`src/rtl/pe_pkg.sv`:
```
`default_nettype none
// ============================================================================
// Module : pe_pkg
// Brief  : Shared constants and types for the PE array partial-sum datapath.
// Rev    : 1.0  initial release
// ============================================================================
package pe_pkg;

    localparam int LANES = 7;
    localparam int DW    = 16;
    localparam int CH_W  = 10;
    localparam int AW    = DW + (CH_W - 1) + 1;

    typedef logic signed [DW-1:0] lane_t;
    typedef lane_t [LANES-1:0]    row_t;
    typedef logic signed [AW-1:0] acc_t;

    typedef enum logic [1:0] {
        IDLE   = 2'd0,
        ACCUM  = 2'd1,
        OUTPUT = 2'd2
    } acc_state_e;

    function automatic acc_t sext_lane(input lane_t v);
        return {{(AW-DW){v[DW-1]}}, v};
    endfunction

endpackage
`default_nettype wire

```
`src/rtl/psum_post.sv`:
```
`default_nettype none
// ============================================================================
// Module : psum_post
// Brief  : Per-lane post-processing: bias add, optional ReLU, saturate to DW.
// Rev    : 1.0  initial release
// ============================================================================
module psum_post
    import pe_pkg::*;
(
    input  acc_t  i_acc,
    input  lane_t i_bias,
    input  logic  i_relu,
    output lane_t o_result
);

    localparam acc_t c_max = {{(AW-DW+1){1'b0}}, {(DW-1){1'b1}}};
    localparam acc_t c_min = {{(AW-DW+1){1'b1}}, {(DW-1){1'b0}}};

    acc_t w_sum;
    acc_t w_rect;

    // The accumulator is sized so that the bias add can never wrap.
    always_comb begin
        w_sum  = i_acc + sext_lane(i_bias);
        w_rect = (i_relu && w_sum[AW-1]) ? '0 : w_sum;
        if (w_rect > c_max)
            o_result = c_max[DW-1:0];
        else if (w_rect < c_min)
            o_result = c_min[DW-1:0];
        else
            o_result = w_rect[DW-1:0];
    end

endmodule
`default_nettype wire

```
`src/rtl/psum_accumulator.sv`:
```
`default_nettype none
// ============================================================================
// Module : psum_accumulator
// Brief  : Accumulates per-channel partial-sum rows, then biases, rectifies,
//          saturates and hands one finished row downstream over valid/ready.
// Rev    : 1.0  initial release
// ============================================================================
module psum_accumulator
    import pe_pkg::*;
(
    input  logic                  clk,
    input  logic                  rst_n,
    input  logic                  cfg_start,
    input  logic [CH_W-1:0]       cfg_num_ch,
    input  logic [DW-1:0]         cfg_bias,
    input  logic                  cfg_relu,
    input  logic                  in_valid,
    input  logic [LANES*DW-1:0]   in_psum,
    output logic                  in_ready,
    output logic                  out_valid,
    output logic [LANES*DW-1:0]   out_data,
    input  logic                  out_ready,
    output logic                  busy,
    output logic                  done
);

    localparam logic [CH_W-1:0] c_one = CH_W'(1);

    acc_state_e      r_state;
    logic [CH_W-1:0] r_num_ch;
    logic [CH_W-1:0] r_count;
    lane_t           r_bias;
    logic            r_relu;
    acc_t            r_acc [LANES];
    logic            r_in_ready;
    logic            r_out_valid;
    row_t            r_out_data;
    logic            r_done;

    acc_t            w_acc_next [LANES];
    lane_t           w_post     [LANES];
    logic            w_accept;
    logic            w_last;

    assign w_accept = in_valid && r_in_ready;
    assign w_last   = (r_count == (r_num_ch - c_one));

    // Post-processing sees the sum including the beat being accepted, so the
    // finished row can be registered on the same edge as the last beat.
    generate
        for (genvar k = 0; k < LANES; k++) begin : g_lane
            assign w_acc_next[k] = r_acc[k] + sext_lane(in_psum[k*DW +: DW]);

            psum_post u_post (
                .i_acc    (w_acc_next[k]),
                .i_bias   (r_bias),
                .i_relu   (r_relu),
                .o_result (w_post[k])
            );
        end
    endgenerate

    always_ff @(posedge clk or negedge rst_n) begin
        if (!rst_n) begin
            r_state     <= IDLE;
            r_num_ch    <= '0;
            r_count     <= '0;
            r_bias      <= '0;
            r_relu      <= 1'b0;
            r_in_ready  <= 1'b0;
            r_out_valid <= 1'b0;
            r_out_data  <= '0;
            r_done      <= 1'b0;
            for (int k = 0; k < LANES; k++) r_acc[k] <= '0;
        end else begin
            r_done <= 1'b0;
            case (r_state)
                IDLE: begin
                    if (cfg_start) begin
                        r_num_ch   <= (cfg_num_ch == '0) ? c_one : cfg_num_ch;
                        r_bias     <= cfg_bias;
                        r_relu     <= cfg_relu;
                        r_count    <= '0;
                        r_in_ready <= 1'b1;
                        r_state    <= ACCUM;
                        for (int k = 0; k < LANES; k++) r_acc[k] <= '0;
                    end
                end
                ACCUM: begin
                    if (w_accept) begin
                        r_count <= r_count + c_one;
                        for (int k = 0; k < LANES; k++) r_acc[k] <= w_acc_next[k];
                        if (w_last) begin
                            for (int k = 0; k < LANES; k++) r_out_data[k] <= w_post[k];
                            r_out_valid <= 1'b1;
                            r_in_ready  <= 1'b0;
                            r_state     <= OUTPUT;
                        end
                    end
                end
                OUTPUT: begin
                    if (out_ready) begin
                        r_out_valid <= 1'b0;
                        r_done      <= 1'b1;
                        r_state     <= IDLE;
                    end
                end
                default: begin
                    r_state     <= IDLE;
                    r_in_ready  <= 1'b0;
                    r_out_valid <= 1'b0;
                end
            endcase
        end
    end

    assign in_ready  = r_in_ready;
    assign out_valid = r_out_valid;
    assign out_data  = r_out_data;
    assign busy      = (r_state != IDLE);
    assign done      = r_done;

endmodule
`default_nettype wire
```
`config.mk`:
```
export PLATFORM = sky130hd
export DESIGN_NAME = psum_accumulator
export DESIGN_NICKNAME = d
export VERILOG_FILES = /design/src/rtl/pe_pkg.sv /design/src/rtl/psum_post.sv /design/src/rtl/psum_accumulator.sv
export SDC_FILE = /design/constraint.sdc
export NUM_CORES = 1
export LEC_CHECK = 0
export BUFFER_PORTS_ARGS = -buffer_cell sky130_fd_sc_hd__buf_2
export CELL_PAD_IN_SITES_DETAIL_PLACEMENT = 0
export CELL_PAD_IN_SITES_GLOBAL_PLACEMENT = 2
export CORE_MARGIN = 3
export CORE_UTILIZATION = 41
export DETAILED_ROUTE_END_ITERATION = 6
export HOLD_SLACK_MARGIN = 0.02
export PLACE_DENSITY_LB_ADDON = 0.08
export SLEW_MARGIN = 10
export SYNTH_ARGS = -nofsm -noshare
export SYNTH_HDL_FRONTEND = slang
export SYNTH_SLANG_ARGS = --single-unit
```
`constraint.sdc`:
```
create_clock -name clk -period 14.1 [get_ports clk]
set_input_delay 2.82 -clock clk [delete_from_list [all_inputs] [get_ports clk]]
set_output_delay 2.82 -clock clk [all_outputs]
set_load 0.02 [all_outputs]
```
# Yosys cells after proc, flatten, opt, wreduce, memory -nomap -nowiden
# Index checks and enable logic that the tools add are counted.
# classes
add_sub_neg	16
multipliers	0
div	0
n_lt_le_gt_ge	14
n_eq_ne	7
shifts	0
mux	43
bitwise_logic	2
reduce_logical	18
# ops
op	n
adder 26 x 16 -> 26 bit	14
2-to-1 mux 182 bit	2
one-hot mux 182 bit (2 select lines)	1
2-to-1 mux 16 bit	14
greater-than comparator 26 x 16 -> 1 bit (second input constant)	7
< comparator 26 x 16 -> 1 bit (second input constant)	7
2-to-1 mux 26 bit	7
2-to-1 mux 10 bit	3
one-hot mux 10 bit (2 select lines)	1
AND reduction 4 bit	3
adder 10 x 1 -> 10 bit (second input constant)	1
equality test 10 bit	1
logical NOT 10 bit	1
subtractor 10 x 1 -> 10 bit (second input constant)	1
logical AND 1 bit	8
2-to-1 mux 1 bit	8
2-to-1 mux 2 bit	4
!= test 2 bit (second input constant)	4
one-hot mux 1 bit (3 select lines)	2
one-hot mux 2 bit (3 select lines)	1
AND reduction 3 bit	2
nonzero test 2 bit	2
equality test 2 x 1 -> 1 bit (second input constant)	1
equality test 2 bit (second input constant)	1
other kinds (3)	4
# word_totals
ff_bits	336
latchBits	0
ram_bits	0
romBits	0
input_bits	144
output_inout_bits	116
elab_cells	122
mem_count	0

# Longest topological paths before layout
# logic_depth
word_depth	7
mapped_depth	28
depth_no_buf	27

# Modules after synthesis
# Synthesis repeated with hierarchy kept, for this count alone.
# hier_totals
hier_cells	3627
area_unflattened_um2	32194.6
# modules_own_cells
module	n_inst	cells_per_inst	area_per_inst_um2	seq_area_each_um2
psum_accumulator	1	2153	21355.5	8408.1
psum_post (g_lane[1].u_post ...)	6	210	1551.5	0.0
psum_post (g_lane[0].u_post)	1	214	1530.2	0.0

# Least setup slack after synthesis
# Ideal clock, no wire load.
# synth_timing
path_type	input to register
start	input in_psum[48]
end	register r_out_data (netlist bit out_data[51])
setup_time_ns	0.077
arrival_ns	7.833
required_ns	14.023
slack_ns	6.189
stages	27
n_path_buf	2
cell_sequence	ha_1 inv_1 fa_1 nor2b_1 o21ai_0 a21boi_0 o21ai_0 a2111oi_0 o31ai_1 a21oi_1 a21o_1 a21oi_1 xnor2_1 ha_1 clkbuf_1 a21o_1 a21o_1 a21oi_1 nor2b_1 a211o_1 a21oi_1 xnor2_1 nand4_1 o41ai_2 buf_2 nand2_1 a21oi_1
# synth_via
elab_chain_cells	7
word_cells_on_any_way	8
classes_between	add/sub: 2; order compare: 2; mux: 3; reduce/logical: 1
# synth_lines
item	line	text
start, declared	psum_accumulator.sv:18	input logic [LANES*DW-1:0] in_psum,
adder 26 x 16 -> 26 bit (*)	psum_accumulator.sv:52	assign w_acc_next[k] = r_acc[k] + sext_lane(in_psum[k*DW +: DW]);
adder 26 x 16 -> 26 bit (*)	psum_post.sv:24	w_sum = i_acc + sext_lane(i_bias);
logical AND 1 bit	psum_post.sv:25	w_rect = (i_relu && w_sum[AW-1]) ? '0 : w_sum;
2-to-1 mux 26 bit (*)	psum_post.sv:25	
< comparator 26 x 16 -> 1 bit	psum_post.sv:28	else if (w_rect < c_min)
2-to-1 mux 16 bit	psum_post.sv:28	
2-to-1 mux 16 bit (*)	psum_post.sv:26	if (w_rect > c_max)
end signal, assigned	psum_accumulator.sv:72	r_out_data <= '0;
end, declared	psum_accumulator.sv:37	row_t r_out_data;
# Mark *: on every way between the ends. The rest lies on a longest branch, timed or not.
# A chain may end at the register's enable or synchronous reset.

# Worst setup path in the final report
# layout_timing
start	input in_psum[48]
end	register r_out_data (netlist bit out_data[58])
# Same word-level chain as after synthesis.

==> impl_metrics.json <==
{
  "synth_cells": 3406,
  "async_flop_share_pct": 100,
  "via_per_inst": 5.76,
  "port-buffer-count": 259,
  "overflow": 0,
  "clockRootBuffer": "clkbuf_16",
  "yosys.cell_count.top_type": "ha_1",
  "drt_iter0_markers": 1563,
  "synth.avg_cell_area_um2": 8.71,
  "ys.flop_type": "dfrtp_1",
  "wl_met2_mm": 45.9,
  "rsz0062_at_grt": "no",
  "cts_max_path_buffers": 3,
  "setup_ws_ps": 5500,
  "status": "finished, final reports clean",
  "max-cap-violations": 0,
  "path_delay_family": "compound AO/OA/AOI/OAI gates",
  "drv_slew": 0,
  "die_w_um": 275,
  "post_cts_resized": 0,
  "holdPathStages": 2,
  "cts_setup_buffers": 0,
  "crit_fanout": 15,
  "max_freq_mhz": 116,
  "finalCriticalPeriod_ps": 8600,
  "arrival_ps": 9030,
  "drive_gt1_share_pct": 12.4,
  "n_fill_cell": 7003,
  "syn_nets": 3916,
  "post-route-drc-count": 0,
  "cts_buffers": 45,
  "met3_length_mm": 4.62,
  "yosysSeqAreaShare_pct": 28.3,
  "top_layer": "met5",
  "critPathRequiredTime_ps": 14530,
  "row_count": 98,
  "path_class": "primary input to flip-flop",
  "relSlewSlack_pct": 13.4,
  "initial_core_util_pct": 41.5,
  "synth_area_um2": 29700,
  "ys_types": 92,
  "met1Wirelength_mm": 43.7,
  "synth_top_area_share_pct": 28.3,
  "grt_max_degree": 87,
  "place_inst": 4553,
  "grt_pass1_wl_mm": 150,
  "slowest_stage": "a2111oi_0",
  "r2r_cells": 24,
  "max_stage_delay_ps": 760,
  "rrSetupSlack_ps": 7510,
  "synth_edf_count": 0,
  "placement.setup.worst_slack_ps": 5000,
  "wirelength_mm": 97.8,
  "ios": 260,
  "worst-path-buf-inv": 2,
  "via_count": 26700,
  "place.detailed.hpwl_mm": 72.7,
  "startpoint_type": "primary input",
  "fp.dieH_um": 275,
  "r2r-end": "out_data[58]",
  "core_area_um2": 71600,
  "fin_setup_tns_ps": 0,
  "hold_buffers": 0,
  "hold_violations": 0,
  "cp-end-kind": "flip-flop",
  "fin_crit_sh_pct": 61.0,
  "nets": 4160,
  "ys_top_cells_by_area": "dfrtp_1 28%, ha_1 15%, xnor2_1 6.6%",
  "layout.cells.non_filler": 4637,
  "grtUsageTotal_pct": 25.2,
  "antenna_found_initial": 8,
  "die_area_um2": 75700,
  "hp-start": "r_acc[52]",
  "final-setup-viol-count": 0,
  "ys_top_cells_by_count": "352 x ha_1, 336 x dfrtp_1, 325 x nor2_1",
  "holdWs_ps": 485,
  "htree_num_levels": 2,
  "gp_congestion": 0.879,
  "grt_pass1_vias": 26500,
  "cts.clk_slew.worst_paths_ps": 60,
  "hp-class": "flip-flop to flip-flop",
  "skew_ps": 16.5,
  "synth-seq-cells": 336,
  "ys.warnings.count": 0,
  "first_pass_iters": 5,
  "holdPathEnd": "r_acc[52]",
  "synth_top_area_cell": "dfrtp_1",
  "reg2reg_from": "r_acc[78]",
  "clock-sinks": 336,
  "wl_per_cell_um": 21.1,
  "path_common_cell": "a21oi_1",
  "ant_nets": 0,
  "cts_tree": "done",
  "worstSkewPairLatency_ps": 590,
  "worstMarginPinSlew_ps": 1290,
  "areaGrowthSynthToFinish_pct": 13.2
}
## worst max-delay path by stage
stage	from	end	slack, ps	cells past startpoint
detailed placement	in_psum[48]	out_data[62]	5000	25
global route	in_psum[48]	out_data[54]	4900	25
floorplan	in_psum[48]	out_data[51]	6190	27
finish	in_psum[48]	out_data[58]	5500	25
CTS	in_psum[48]	out_data[62]	5630	25
global placement	in_psum[48]	out_data[62]	5150	25
## area by class of cell
type	count	area [um2]	share of cell area (%)
Timing Repair Buffer	291	1550	4.60
Sequential cell	336	8410	25.0
Antenna cell	1	2.50	0.00744
Clock buffer	56	1260	3.75
Multi-Input combinational cell	2856	20500	60.9
Clock inverter	27	283	0.841
Inverter	120	450	1.34
Tap cell	950	1190	3.54
## routing by layer
metal  global-route usage (%)  vias up
li1                         -    13000
met1                     32.8    12900
met2                     42.6      573
met3                     3.74      155
met4                     8.89        2
met5                        0        -
## cells by family (layout without fill, tap and decap cells)
kind of cell | after synthesis | count (layout) | share of synthesized area [%]
adders and majority gates | 366 | 366 | 15.8
muxes | 30 | 30 | 1.11
other | 0 | 1 | 0
AOI/OAI and AO/OA | 1165 | 1165 | 26.7
buffers and inverters | 214 | 494 | 2.87
and+or+nand+nor | 969 | 969 | 15.4
DFF | 336 | 336 | 28.3
xor gates and xnor gates | 326 | 326 | 9.76
## flip-flops by register name, indices dropped and copies added (netlist names)
name	count
r_acc	182
out_data	112
r_bias	16
r_count	10
r_num_ch	10
r_state	2
done	1
in_ready	1
out_valid	1
r_relu	1
## per-stage QoR
| stage | util [%] | area, um2 |
|---|---|---|
| floorplan | - | 29700 |
| global route | 46.9 | 33600 |
| global placement | 44.8 | 32100 |
| detailed placement | 44.8 | 32100 |
| CTS | 46.9 | 33600 |
| finish | 46.9 | 33600 |
## placed cells by master (no fill, tap or decap), drive strengths merged, types with 12 or more instances in the layout
| master | synthesis | routed |
|---|---|---|
| buf | 17 | 291 |
| xor2 | 98 | 98 |
| o21a | 56 | 56 |
| nor4 | 16 | 16 |
| a22o | 163 | 163 |
| ha | 352 | 352 |
| nand3 | 63 | 63 |
| or3 | 24 | 24 |
| clkbuf | 77 | 56 |
| a21oi | 315 | 315 |
| and3 | 28 | 28 |
| mux2 | 23 | 23 |
| a31o | 14 | 14 |
| a31oi | 33 | 33 |
| or2 | 16 | 16 |
| nor2 | 325 | 325 |
| a2111oi | 12 | 12 |
| a41oi | 12 | 12 |
| nand4 | 26 | 26 |
| inv | 120 | 122 |
| clkinv | 0 | 14 |
| nand2b | 48 | 48 |
| a211oi | 30 | 30 |
| xnor2 | 225 | 225 |
| a21o | 127 | 127 |
| o2bb2ai | 18 | 18 |
| and2 | 20 | 20 |
| o21ai | 204 | 204 |
| o31ai | 25 | 25 |
| fa | 14 | 14 |
| o21bai | 29 | 29 |
| nor3 | 48 | 48 |
| dfrtp | 336 | 336 |
| o211ai | 30 | 30 |
| nor2b | 54 | 54 |
| nand2 | 260 | 260 |
## worst reg2reg max path: stages (launching register included)
cell and delay (ps):
dfrtp_1 350, ha_1 190, inv_1 60, fa_1 400, nor2b_1 120, o21ai_0 110, a21boi_0 300, o21ai_0 210
a2111oi_0 760, o31ai_1 170, a21oi_1 420, a21o_1 190, a21oi_1 70, xnor2_1 210, ha_1 380, a21o_1 220
a21o_1 170, a21oi_1 200, nor2b_1 70, a211o_1 280, a21oi_1 210, o21ai_0 120, xnor3_1 430, o21ai_2 620
a21oi_1 170
Power is not shown: default switching activity piles up to over one toggle a cycle in this logic, so the estimate is an artifact.
